### config.mk
export PLATFORM = sky130hd
export DESIGN_NAME = sprite_scan_arbiter_flat
export DESIGN_NICKNAME = d
export VERILOG_FILES = /design/src/rtl/sprite_scan_arbiter_if.sv /design/src/rtl/sprite_scan_arbiter.sv /design/src/flat_wrapper.sv
export SDC_FILE = /design/constraint.sdc
export NUM_CORES = 1
export LEC_CHECK = 0
export CELL_PAD_IN_SITES_DETAIL_PLACEMENT = 1
export CELL_PAD_IN_SITES_GLOBAL_PLACEMENT = 1
export CORE_UTILIZATION = 35
export DETAILED_ROUTE_END_ITERATION = 16
export HOLD_SLACK_MARGIN = 0.06
export PLACE_DENSITY_LB_ADDON = 0.1
export SLEW_MARGIN = 20
export SYNTH_ARGS = -nofsm -noshare
export SYNTH_HDL_FRONTEND = slang
export SYNTH_SLANG_ARGS = --single-unit
### constraint.sdc
create_clock -name clk -period 3.1 [get_ports clk]
set_clock_uncertainty 0.15 [all_clocks]
set_input_delay 0.465 -clock clk [delete_from_list [all_inputs] [get_ports clk]]
set_output_delay 0.465 -clock clk [all_outputs]
set_load 0.01 [all_outputs]
### src/rtl/sprite_scan_arbiter_if.sv
// Bundle of the sprite_scan_arbiter signals: the print-pipeline lookup port,
// the CPU write port and the single-port sprite register bank port.
//   master : drives lookup requests, CPU writes and bank read data
//   slave  : the arbiter; returns lookup results, acks writes, drives the bank
interface sprite_scan_arbiter_if #(
    parameter int SPR_IDX = 5,
    parameter int XY_W    = 20
);
    logic [XY_W-1:0]    check_value;
    logic               scan_start;
    logic [31:0]        data_reg;
    logic               data_valid;
    logic               busy;
    logic               cpu_wr_req;
    logic [SPR_IDX-1:0] cpu_wr_addr;
    logic [31:0]        cpu_wr_data;
    logic               cpu_wr_ack;
    logic [SPR_IDX-1:0] bank_addr;
    logic [31:0]        bank_rd_data;
    logic               bank_wr_en;
    logic [31:0]        bank_wr_data;

    modport master (
        output check_value, scan_start, cpu_wr_req, cpu_wr_addr, cpu_wr_data,
               bank_rd_data,
        input  data_reg, data_valid, busy, cpu_wr_ack, bank_addr, bank_wr_en,
               bank_wr_data
    );

    modport slave (
        input  check_value, scan_start, cpu_wr_req, cpu_wr_addr, cpu_wr_data,
               bank_rd_data,
        output data_reg, data_valid, busy, cpu_wr_ack, bank_addr, bank_wr_en,
               bank_wr_data
    );
endinterface

### src/rtl/sprite_scan_arbiter.sv
// Shared-access controller for the sprite register bank. Coordinate lookups
// scan the bank in index order and return the first enabled sprite covering
// the pixel (or background code 32'h1); CPU writes are slotted in between
// scans, with one guaranteed write slot after every scan.
// Ports:
//   clk   : system clock, rising edge
//   reset : asynchronous, active-low
//   bus   : sprite_scan_arbiter_if.slave (lookup, CPU write, bank signals)
//
// state | meaning
// IDLE  | waiting; serves a scan (new or pending) first, else a CPU write
// SCAN  | bank_addr = idx, testing one sprite per cycle
// DONE  | data_valid pulse; hands the next slot to a waiting CPU write
// WRITE | single bank write cycle with cpu_wr_ack
module sprite_scan_arbiter #(
    parameter int NUM_SPRITES = 32,
    parameter int SPR_IDX     = 5,
    parameter int bits_x_y    = 20,
    parameter int SPRITE_SIZE = 20
) (
    input  logic                   clk,
    input  logic                   reset,
    sprite_scan_arbiter_if.slave   bus
);
    typedef enum logic [1:0] {IDLE, SCAN, DONE, WRITE} state_t;

    localparam logic [31:0]        BG_CODE  = 32'h0000_0001;
    localparam logic [SPR_IDX-1:0] LAST_IDX = SPR_IDX'(NUM_SPRITES - 1);
    localparam logic [10:0]        EDGE_M1  = 11'(SPRITE_SIZE - 1);

    state_t              state_q, state_d;
    logic [SPR_IDX-1:0]  idx_q, idx_d;
    logic [bits_x_y-1:0] scan_coord_q, scan_coord_d;
    logic [bits_x_y-1:0] pend_coord_q, pend_coord_d;
    logic                pend_q, pend_d;
    logic [31:0]         data_reg_q, data_reg_d;

    logic                data_valid;
    logic                wr_ack;
    logic [SPR_IDX-1:0]  bank_addr;
    logic [31:0]         bank_wr_data;

    // Comparisons run 11 bits wide so a sprite near the right/bottom edge
    // covers up to pixel 1023 instead of wrapping back to small coordinates.
    logic [10:0] px, py, x0, y0;
    logic        hit;

    always_comb begin
        px  = {1'b0, scan_coord_q[19:10]};
        py  = {1'b0, scan_coord_q[9:0]};
        x0  = {1'b0, bus.bank_rd_data[28:19]};
        y0  = {1'b0, bus.bank_rd_data[18:9]};
        hit = bus.bank_rd_data[29]
              && (px >= x0) && (px <= x0 + EDGE_M1)
              && (py >= y0) && (py <= y0 + EDGE_M1);
    end

    always_comb begin
        state_d      = state_q;
        idx_d        = idx_q;
        scan_coord_d = scan_coord_q;
        pend_coord_d = pend_coord_q;
        pend_d       = pend_q;
        data_reg_d   = data_reg_q;
        data_valid   = 1'b0;
        wr_ack       = 1'b0;
        bank_addr    = '0;
        bank_wr_data = '0;

        // Requests arriving while busy are parked; a later one replaces
        // the coordinate of an earlier unserved one.
        if (bus.scan_start && state_q != IDLE) begin
            pend_d       = 1'b1;
            pend_coord_d = bus.check_value;
        end

        unique case (state_q)
            IDLE: begin
                if (bus.scan_start || pend_q) begin
                    state_d      = SCAN;
                    idx_d        = '0;
                    scan_coord_d = bus.scan_start ? bus.check_value : pend_coord_q;
                    pend_d       = 1'b0;
                end else if (bus.cpu_wr_req) begin
                    state_d = WRITE;
                end
            end
            SCAN: begin
                bank_addr = idx_q;
                if (hit) begin
                    data_reg_d = bus.bank_rd_data;
                    state_d    = DONE;
                end else if (idx_q == LAST_IDX) begin
                    data_reg_d = BG_CODE;
                    state_d    = DONE;
                end else begin
                    idx_d = idx_q + 1'b1;
                end
            end
            DONE: begin
                data_valid = 1'b1;
                state_d    = bus.cpu_wr_req ? WRITE : IDLE;
            end
            WRITE: begin
                wr_ack       = 1'b1;
                bank_addr    = bus.cpu_wr_addr;
                bank_wr_data = bus.cpu_wr_data;
                state_d      = IDLE;
            end
            default: state_d = IDLE;
        endcase
    end

    always_ff @(posedge clk or negedge reset) begin
        if (!reset) begin
            state_q      <= IDLE;
            idx_q        <= '0;
            scan_coord_q <= '0;
            pend_coord_q <= '0;
            pend_q       <= 1'b0;
            data_reg_q   <= BG_CODE;
        end else begin
            state_q      <= state_d;
            idx_q        <= idx_d;
            scan_coord_q <= scan_coord_d;
            pend_coord_q <= pend_coord_d;
            pend_q       <= pend_d;
            data_reg_q   <= data_reg_d;
        end
    end

    assign bus.data_reg     = data_reg_q;
    assign bus.data_valid   = data_valid;
    assign bus.busy         = (state_q != IDLE) || pend_q;
    assign bus.cpu_wr_ack   = wr_ack;
    assign bus.bank_wr_en   = wr_ack;
    assign bus.bank_addr    = bank_addr;
    assign bus.bank_wr_data = bank_wr_data;
endmodule

### src/flat_wrapper.sv
// flat-port wrapper written by rule: the top's interface ports become plain ports
module sprite_scan_arbiter_flat 
#(
    parameter int NUM_SPRITES = 32,
    parameter int SPR_IDX     = 5,
    parameter int bits_x_y    = 20,
    parameter int SPRITE_SIZE = 20
)
  (clk, reset, bus_check_value, bus_scan_start, bus_cpu_wr_req, bus_cpu_wr_addr, bus_cpu_wr_data, bus_bank_rd_data, bus_data_reg, bus_data_valid, bus_busy, bus_cpu_wr_ack, bus_bank_addr, bus_bank_wr_en, bus_bank_wr_data);
  sprite_scan_arbiter_if #(.SPR_IDX(SPR_IDX), .XY_W(20)) bus_i ();
  input  logic clk;
  input  logic reset;
  input wire logic [$bits(bus_i.check_value)-1:0] bus_check_value;
  input wire logic [$bits(bus_i.scan_start)-1:0] bus_scan_start;
  input wire logic [$bits(bus_i.cpu_wr_req)-1:0] bus_cpu_wr_req;
  input wire logic [$bits(bus_i.cpu_wr_addr)-1:0] bus_cpu_wr_addr;
  input wire logic [$bits(bus_i.cpu_wr_data)-1:0] bus_cpu_wr_data;
  input wire logic [$bits(bus_i.bank_rd_data)-1:0] bus_bank_rd_data;
  output wire logic [$bits(bus_i.data_reg)-1:0] bus_data_reg;
  output wire logic [$bits(bus_i.data_valid)-1:0] bus_data_valid;
  output wire logic [$bits(bus_i.busy)-1:0] bus_busy;
  output wire logic [$bits(bus_i.cpu_wr_ack)-1:0] bus_cpu_wr_ack;
  output wire logic [$bits(bus_i.bank_addr)-1:0] bus_bank_addr;
  output wire logic [$bits(bus_i.bank_wr_en)-1:0] bus_bank_wr_en;
  output wire logic [$bits(bus_i.bank_wr_data)-1:0] bus_bank_wr_data;
  assign bus_i.check_value = bus_check_value;
  assign bus_i.scan_start = bus_scan_start;
  assign bus_i.cpu_wr_req = bus_cpu_wr_req;
  assign bus_i.cpu_wr_addr = bus_cpu_wr_addr;
  assign bus_i.cpu_wr_data = bus_cpu_wr_data;
  assign bus_i.bank_rd_data = bus_bank_rd_data;
  assign bus_data_reg = bus_i.data_reg;
  assign bus_data_valid = bus_i.data_valid;
  assign bus_busy = bus_i.busy;
  assign bus_cpu_wr_ack = bus_i.cpu_wr_ack;
  assign bus_bank_addr = bus_i.bank_addr;
  assign bus_bank_wr_en = bus_i.bank_wr_en;
  assign bus_bank_wr_data = bus_i.bank_wr_data;
  sprite_scan_arbiter #(.NUM_SPRITES(NUM_SPRITES), .SPR_IDX(SPR_IDX), .bits_x_y(bits_x_y), .SPRITE_SIZE(SPRITE_SIZE)) u_core (.clk(clk), .reset(reset), .bus(bus_i));
endmodule
==> results of run 1 <==
## layout by cell type, fill, tap and decap left out, drive strengths merged, types with 4 or more instances in the layout
cell type,instances
clkdlybuf4s50,154
dfrtp,79
buf,65
mux2i,56
nand2,46
ha,44
nor2,36
and3,34
inv,33
a21oi,29
mux2,23
clkbuf,14
xnor2,12
o21ai,10
nor2b,9
o21a,7
nor3,6
nand4,5
a21o,4
dlymetal6s2s,4
a211oi,4
## worst paths after layout
path,startpoint,to,cells past startpoint
hold / removal,reset,u_core.state_q[1],1
hold reg to reg,u_core.pend_coord_q[4],u_core.pend_coord_q[4],1
min in group clk,bus_bank_rd_data[20],u_core.bus.data_reg[20],3
max in group asynchronous,reset,u_core.state_q[0],1
setup reg to reg,u_core.scan_coord_q[7],u_core.bus.data_reg[0],8
setup / recovery,bus_bank_rd_data[10],u_core.bus.data_reg[18],16
## routing by layer
layer	track usage [%]	vias to the layer above
met5	0	-
met2	38.42	100
met3	3.994	18
li1	-	2171
met1	26.24	2196
met4	7.099	0
## critical path: cells and delay by family
family | cells | cell delay [ns]
fa+ha+maj | 2 | 0.45
xor+xnor | 1 | 0.12
compound gates | 5 | 1.26
simple gates | 2 | 0.33
buf+inv | 5 | 0.60
mux | 1 | 0.14
## power by group through the flow
stage / sequential [W] / combinational [W] / clock, W
3_3_place_gp: 0.00191 / 0.00264 / 0
6_report: 0.00193 / 0.00290 / 0.00101
4_1_cts: 0.00193 / 0.00289 / 0.00104
2_1_floorplan: 0.00188 / 0.00150 / 0
5_1_grt: 0.00199 / 0.00321 / 0.00108
3_5_place_dp: 0.00194 / 0.00275 / 0
## what timing repair did
item | CTS | global route
pin swaps | 19 | 18
setup buffers | 6 | 2
setup endpoints to repair | 39 | 39
gates cloned | 3 | 0
hold buffers | 0 | 0
gates resized for setup | 30 | 25
## cells by family (layout without fill, tap and decap cells)
| family | count (synthesis) | in the layout | share of synthesized area, % |
|---|---|---|---|
| XOR/XNOR | 14 | 14 | 2.458 |
| flip-flops | 80 | 80 | 40.16 |
| multiplexers | 79 | 79 | 16.43 |
| AND/OR/NAND/NOR | 155 | 155 | 15.60 |
| buffers and inverters | 59 | 275 | 4.966 |
| adder cells (fa/ha/maj) | 44 | 44 | 11.04 |
| AO/OA/AOI/OAI | 70 | 70 | 9.356 |
## layout make-up
class	count	area [um^2]
clock buffers	11	242.7
inverters	33	147.6
multi-input cells	362	2868
fillers	1547	6125
well taps	180	225.2
flip-flops and latches	80	2004
repair buffers	227	2237
clock inverters	4	31.28
## per-stage QoR
step | cells | utilization (%) | hold WS [ns]
final | 897 | 55.88 | 0.01903
after global routing | 897 | 55.88 | 0.07678
after CTS | 896 | 55.35 | 0.2071
after detailed placement | 873 | 51.98 | 0.3114
after global placement | 873 | 51.98 | 0.3085
after floorplan | 501 | - | 0.01941
==> summary.txt, run 1 <==
Status
  • Status: finished with violations
  • Failing checks: setup timing

Pwr
  • Clock power share: about 17%
  • VDD IR max: 0.3573 mV
  • Tot Pwr: 0.005838 W
  • P_int: 0.003670 W
  • Leakage: about 3.8 nW
  • Sw Ratio: between 30% and 40%
  • P per Cell Area: 752.7 nW/um^2
  • Combinational cell fraction of total power: 49.7%
  • Sw power: 0.002168 W
  • Sequential power share: ~33%

Drt
  • WL met2: 8050 um
  • Final ANT Viol Nets: 0
  • Drt first-iter violations: 93
  • Highest metal used: met4
  • TritonRoute pass-1 iters: 4
  • Detailed-route via count: 4485
  • Via density: 5.000
  • Wirelength per Cell: 17.25 um
  • Drc violations: 0
  • Met3 wire length: 537 um
  • Drt total wl: 15470 um
  • Metal-1 WL: between 6000 and 7000 um

Synth
  • Top-area cell type share of the netlist area: 39.63%
  • Post-Syn Nets: approximately 640
  • Yosys cell types: 48
  • Top-count cell post-synth: dfrtp_1
  • Yosys warnings: 0
  • Mapped cell area: 4989 um^2
  • Top FF cell, synth: dfrtp_1
  • Syn avg cell area: roughly 10 um^2
  • Cells after synthesis: between 500 and 600
  • Area leader, netlist: dfrtp_1
  • Synth Register Bits: 80
  • Register area share after synthesis: 40.16%
  • Share of flip-flops with an asynchronous set or reset: 100.0%
  • Synth top area cells: dfrtp_1, mux2i_1, ha_1
  • Synth top cells by count: dfrtp_1, mux2i_1, nand2_1
  • EDFF count, synth: 0

Worst setup path
  • CP Capture Type: register
  • Slowest stage delay, CP: 0.35 ns
  • Worst Path Max Fanout: 5
  • Critical Path RT: 3.18 ns
  • CP cell instances: buf_12, inv_16, ha_4, and3b_1, o21a_1, buf_6, xnor2_2, ha_1, a21o_1, a21o_1, a221o_1, a221oi_4, nand3_4, buf_12, buf_12, mux2i_2
  • Cell mode on critical path: buf_12
  • Worst path slowest cell: a221o_1
  • Crit Path Class: input pin to register
  • Worst Path Arrival: roughly 3.4 ns
  • Worst R2R Setup Slack: 0.38 ns
  • CP Launch Type: input pin

Clocking
  • Clock sink total: 80
  • Clk Latency, worst-skew pair: 0.34 ns
  • CTS tree: done
  • Clock Tree Buf Depth: 2
  • CTS Root Cell: clkbuf_16
  • Cts bufs inserted: 9
  • Worst-path clk slew: 0.06 ns
  • H-Tree Depth: 3

Layout
  • Area growth syn-to-layout: 55.48%
  • Fraction of layout cells with a size suffix above 1: 19.11%
  • ANT cells: 0
  • Max reg flops: 32
  • Final net count: 850
  • Layout Cell Area excl Fill: a little under 8000 um^2

STA
  • Setup tns final: -5.619 ns
  • Peak Freq: 304.4 MHz
  • Max Slew Vio Count: 0
  • Final setup fails: 39
  • Final Cycle Share: 106.0%
  • Setup WS post-layout: -0.1856 ns
  • Least-Margin Pin Slew: 0.7705 ns
  • Unrepaired setup endpoints after global routing: yes
  • Max-slew headroom: 48.64%
  • Hold Fails Final Rpt: 0
  • Clock period minus final worst setup slack: 3.286 ns

Placement
  • GP Congestion: 0.8307
  • Port buffer count: 165
  • Pre-CTS setup slack: -1.017 ns
  • Post-Place Cell Area: 7216 um^2
  • Hpwl dp: between 10000 and 15000 um

Die
  • Die area: 14730 um^2
  • Die Y-Extent: 121.4 um
  • FP Rows: 43
  • CORE AREA: roughly 14000 um^2
  • Starting density of the core: 35.94%
  • Die width: 121.4 um
  • Io pins: 166

Hold path
  • HP Class: input pin to async pin

Global routing
  • Vias in the first global route: 4739
  • Total track usage: 21.69%
  • Largest net degree at the start of global routing: just over 80
  • Antenna violations before repair: 0
  • GR Overflow Total: 0
  • First-pass GRT wire length: 24430 um

Job
  • Total of max-cap violations: 0
(Power assumes the default switching activity.)
==> inputs of run 2 (changes only) <==
==> constraint.sdc (replaced) <==
create_clock -name clk -period 3.1 [get_ports clk]
set_clock_uncertainty 0.15 [all_clocks]
set_input_delay 0.62 -clock clk [delete_from_list [all_inputs] [get_ports clk]]
set_output_delay 0.62 -clock clk [all_outputs]
set_load 0.01 [all_outputs]
==> summary.txt, run 2 (synthesis results as in run 1) <==
Drt
  • Drt total wl: 16150 um (was 15470 um)
  • Wirelength per Cell: 17.61 um (was 17.25 um)
  • TritonRoute pass-1 iters: 4 (unchanged)
  • Detailed-route via count: 4606 (was 4485)
  • Via density: 5.023 (was 5.000)
  • Drt first-iter violations: 121 (was 93)
  • Drc violations: 0 (unchanged)
  • Final ANT Viol Nets: 0 (unchanged)

STA
  • Setup WS post-layout: -0.4175 ns (was -0.1856 ns)
  • Peak Freq: 284.3 MHz (was 304.4 MHz)
  • Least-Margin Pin Slew: 0.7404 ns (was 0.7705 ns)
  • Clock period minus final worst setup slack: 3.517 ns (was 3.286 ns)
  • Unrepaired setup endpoints after global routing: yes (unchanged)
  • Max Slew Vio Count: 0 (unchanged)
  • Hold Fails Final Rpt: 0 (unchanged)
  • Setup tns final: -14.30 ns (was -5.619 ns)
  • Max-slew headroom: 50.45% (was 48.64%)
  • Final setup fails: 39 (unchanged)
  • Final Cycle Share: 113.5% (was 106.0%)

Layout
  • Fill count: 1554 (was 1547)
  • Commonest non-fill, non-tap cell in the layout: clkdlybuf4s50_1 (unchanged)
  • Register area: 2004 um^2 (unchanged)
  • Area of the multi-input gates: 2863 um^2 (was 2868 um^2)
  • Area growth syn-to-layout: 58.59% (was 55.48%)
  • Final net count: 870 (was 850)
  • Fraction of layout cells with a size suffix above 1: 21.03% (was 19.11%)
  • Most frequent cells in the layout: clkdlybuf4s50_1, dfrtp_1, buf_4, mux2i_1, nand2_1 (was clkdlybuf4s50_1, dfrtp_1, mux2i_1, buf_4, nand2_1)
  • ANT cells: 0 (unchanged)
  • Max reg flops: 32 (unchanged)

Clocking
  • Clock Tree Buf Depth: 2 (unchanged)
  • Worst-path clk slew: 0.06 ns (about the same)
  • Post-cts hold buffer count: 0 (unchanged)
  • CTS tree: done (unchanged)
  • Clk Latency, worst-skew pair: 0.35 ns (was 0.34 ns)
  • CTS Root Cell: clkbuf_16 (unchanged)
  • Clock sink total: 80 (unchanged)
  • Cts bufs inserted: 9 (unchanged)
  • H-Tree Depth: 3 (unchanged)

Status
  • Status: finished with violations (unchanged)
  • Failing checks: setup timing (unchanged)

Die
  • Starting density of the core: 35.94% (unchanged)
  • Io pins: 166 (unchanged)
  • Die width: 121.4 um (unchanged)
  • Die Y-Extent: 121.4 um (unchanged)
  • FP Rows: 43 (unchanged)
  • CORE AREA: 13880 um^2 (unchanged)
  • Die area: 14730 um^2 (unchanged)

Global routing
  • Antenna violations before repair: 0 (unchanged)
  • First-pass GRT wire length: 25410 um (was 24430 um)
  • Largest net degree at the start of global routing: 49 (was 81)
  • Vias in the first global route: 4936 (was 4739)
  • GR Overflow Total: 0 (unchanged)
  • Total track usage: 22.49% (was 21.69%)

Pwr
  • Leakage: 3.932 nW (was 3.835 nW)
  • P per Cell Area: 755.8 nW/um^2 (was 752.7 nW/um^2)
  • Tot Pwr: 0.005980 W (was 0.005838 W)
  • VDD IR max: 0.3544 mV (was 0.3573 mV)

Worst setup path
  • Worst Path Max Fanout: 5 (unchanged)
  • CP Launch Type: input pin (unchanged)
  • Origin of the critical flop-to-flop path: u_core.scan_coord_q[6] (was u_core.scan_coord_q[7])
  • Worst Setup SP: bus_bank_rd_data[9] (was bus_bank_rd_data[10])
  • Crit Path Class: input pin to register (unchanged)
  • Worst Path Arrival: 3.63 ns (was 3.36 ns)
  • Worst R2R Setup Slack: 0.40 ns (was 0.38 ns)
  • Critical Path RT: 3.21 ns (was 3.18 ns)
  • Worst Reg-to-Reg Cells: 9 (was 8)
  • Worst R2R End: u_core.bus.data_reg[6] (was u_core.bus.data_reg[0])
  • CP Capture Type: register (unchanged)

Placement
  • Pre-CTS setup slack: -1.229 ns (was -1.017 ns)
  • GP Congestion: 0.8330 (was 0.8307)
  • Port buffer count: 165 (unchanged)
  • Hpwl dp: 11760 um (was 11320 um)

Hold path
  • HP Class: input pin to async pin (unchanged)

Job
  • Total of max-cap violations: 0 (unchanged)
-- run 2: through the flow --
| step | hold slack [ns] | utilization, % | cells | cell area (um^2) |
|---|---|---|---|---|
| 2_1_floorplan | 0.1744 | - | 501 | 5047 |
| 3_3_place_gp | 0.3085 | 52.83 | 885 | 7333 |
| 3_5_place_dp | 0.3218 | 52.83 | 885 | 7333 |
| 4_1_cts | 0.1633 | 56.65 | 915 | 7864 |
| 5_1_grt | 0.1962 | 56.99 | 917 | 7911 |
| 6_report | 0.1496 | 56.99 | 917 | 7911 |
-- run 2: repair_timing --
action,in CTS,in global routing
gates resized for setup,37,21
endpoints found under the hold margin,0,0
buffers inserted,13,5
endpoints found under the setup margin,39,39
cloned,3,0
pin swaps,21,16
-- run 2: layout make-up --
class / instances / share of cell area (%)
multi-input cells: 362 / 36.19
flip-flops and latches: 80 / 25.34
clock buffers: 9 / 2.847
well taps: 180 / 2.847
inverters: 33 / 1.866
repair buffers: 247 / 30.35
clock inverters: 6 / 0.5693
-- run 2: critical path, stage by stage --
cell and delay (ns):
buf_8 0.11, inv_8 0.05, ha_4 0.12, and3b_2 0.21, o21a_1 0.22, buf_6 0.13, xnor2_2 0.12, ha_1 0.31
a21o_1 0.20, a21o_1 0.18, a221o_1 0.37, a221oi_4 0.35, nand3_4 0.15, buf_6 0.17, buf_12 0.14, mux2i_2 0.18
-- run 2: metal layers --
layer | GRT usage, % | vias up | wire (um)
met4 | 8.719 | 0 | 375
li1 | - | 2225 | -
met2 | 41.19 | 114 | 8546
met5 | 0 | - | 0
met1 | 26.19 | 2238 | 6625
met3 | 3.148 | 29 | 599
-- run 2: worst max-delay path by stage --
stage | cells after the start | end | slack (ns)
floorplan | 13 | u_core.bus.data_reg[12] | -0.28
global placement | 16 | u_core.idx_q[4] | -1.04
detailed placement | 17 | u_core.bus.data_reg[6] | -1.23
CTS | 17 | u_core.idx_q[4] | -0.50
global route | 16 | u_core.bus.data_reg[6] | -0.52
finish | 16 | u_core.bus.data_reg[6] | -0.42
-- run 2: power by group --
| part | internal, W | total, W | switching (W) |
|---|---|---|---|
| sequential | 0.00152 | 0.00194 | 0.000419 |
| clock | 0.000541 | 0.00100 | 0.000462 |
| combinational | 0.00167 | 0.00304 | 0.00136 |
| total | 0.00374 | 0.00598 | 0.00224 |
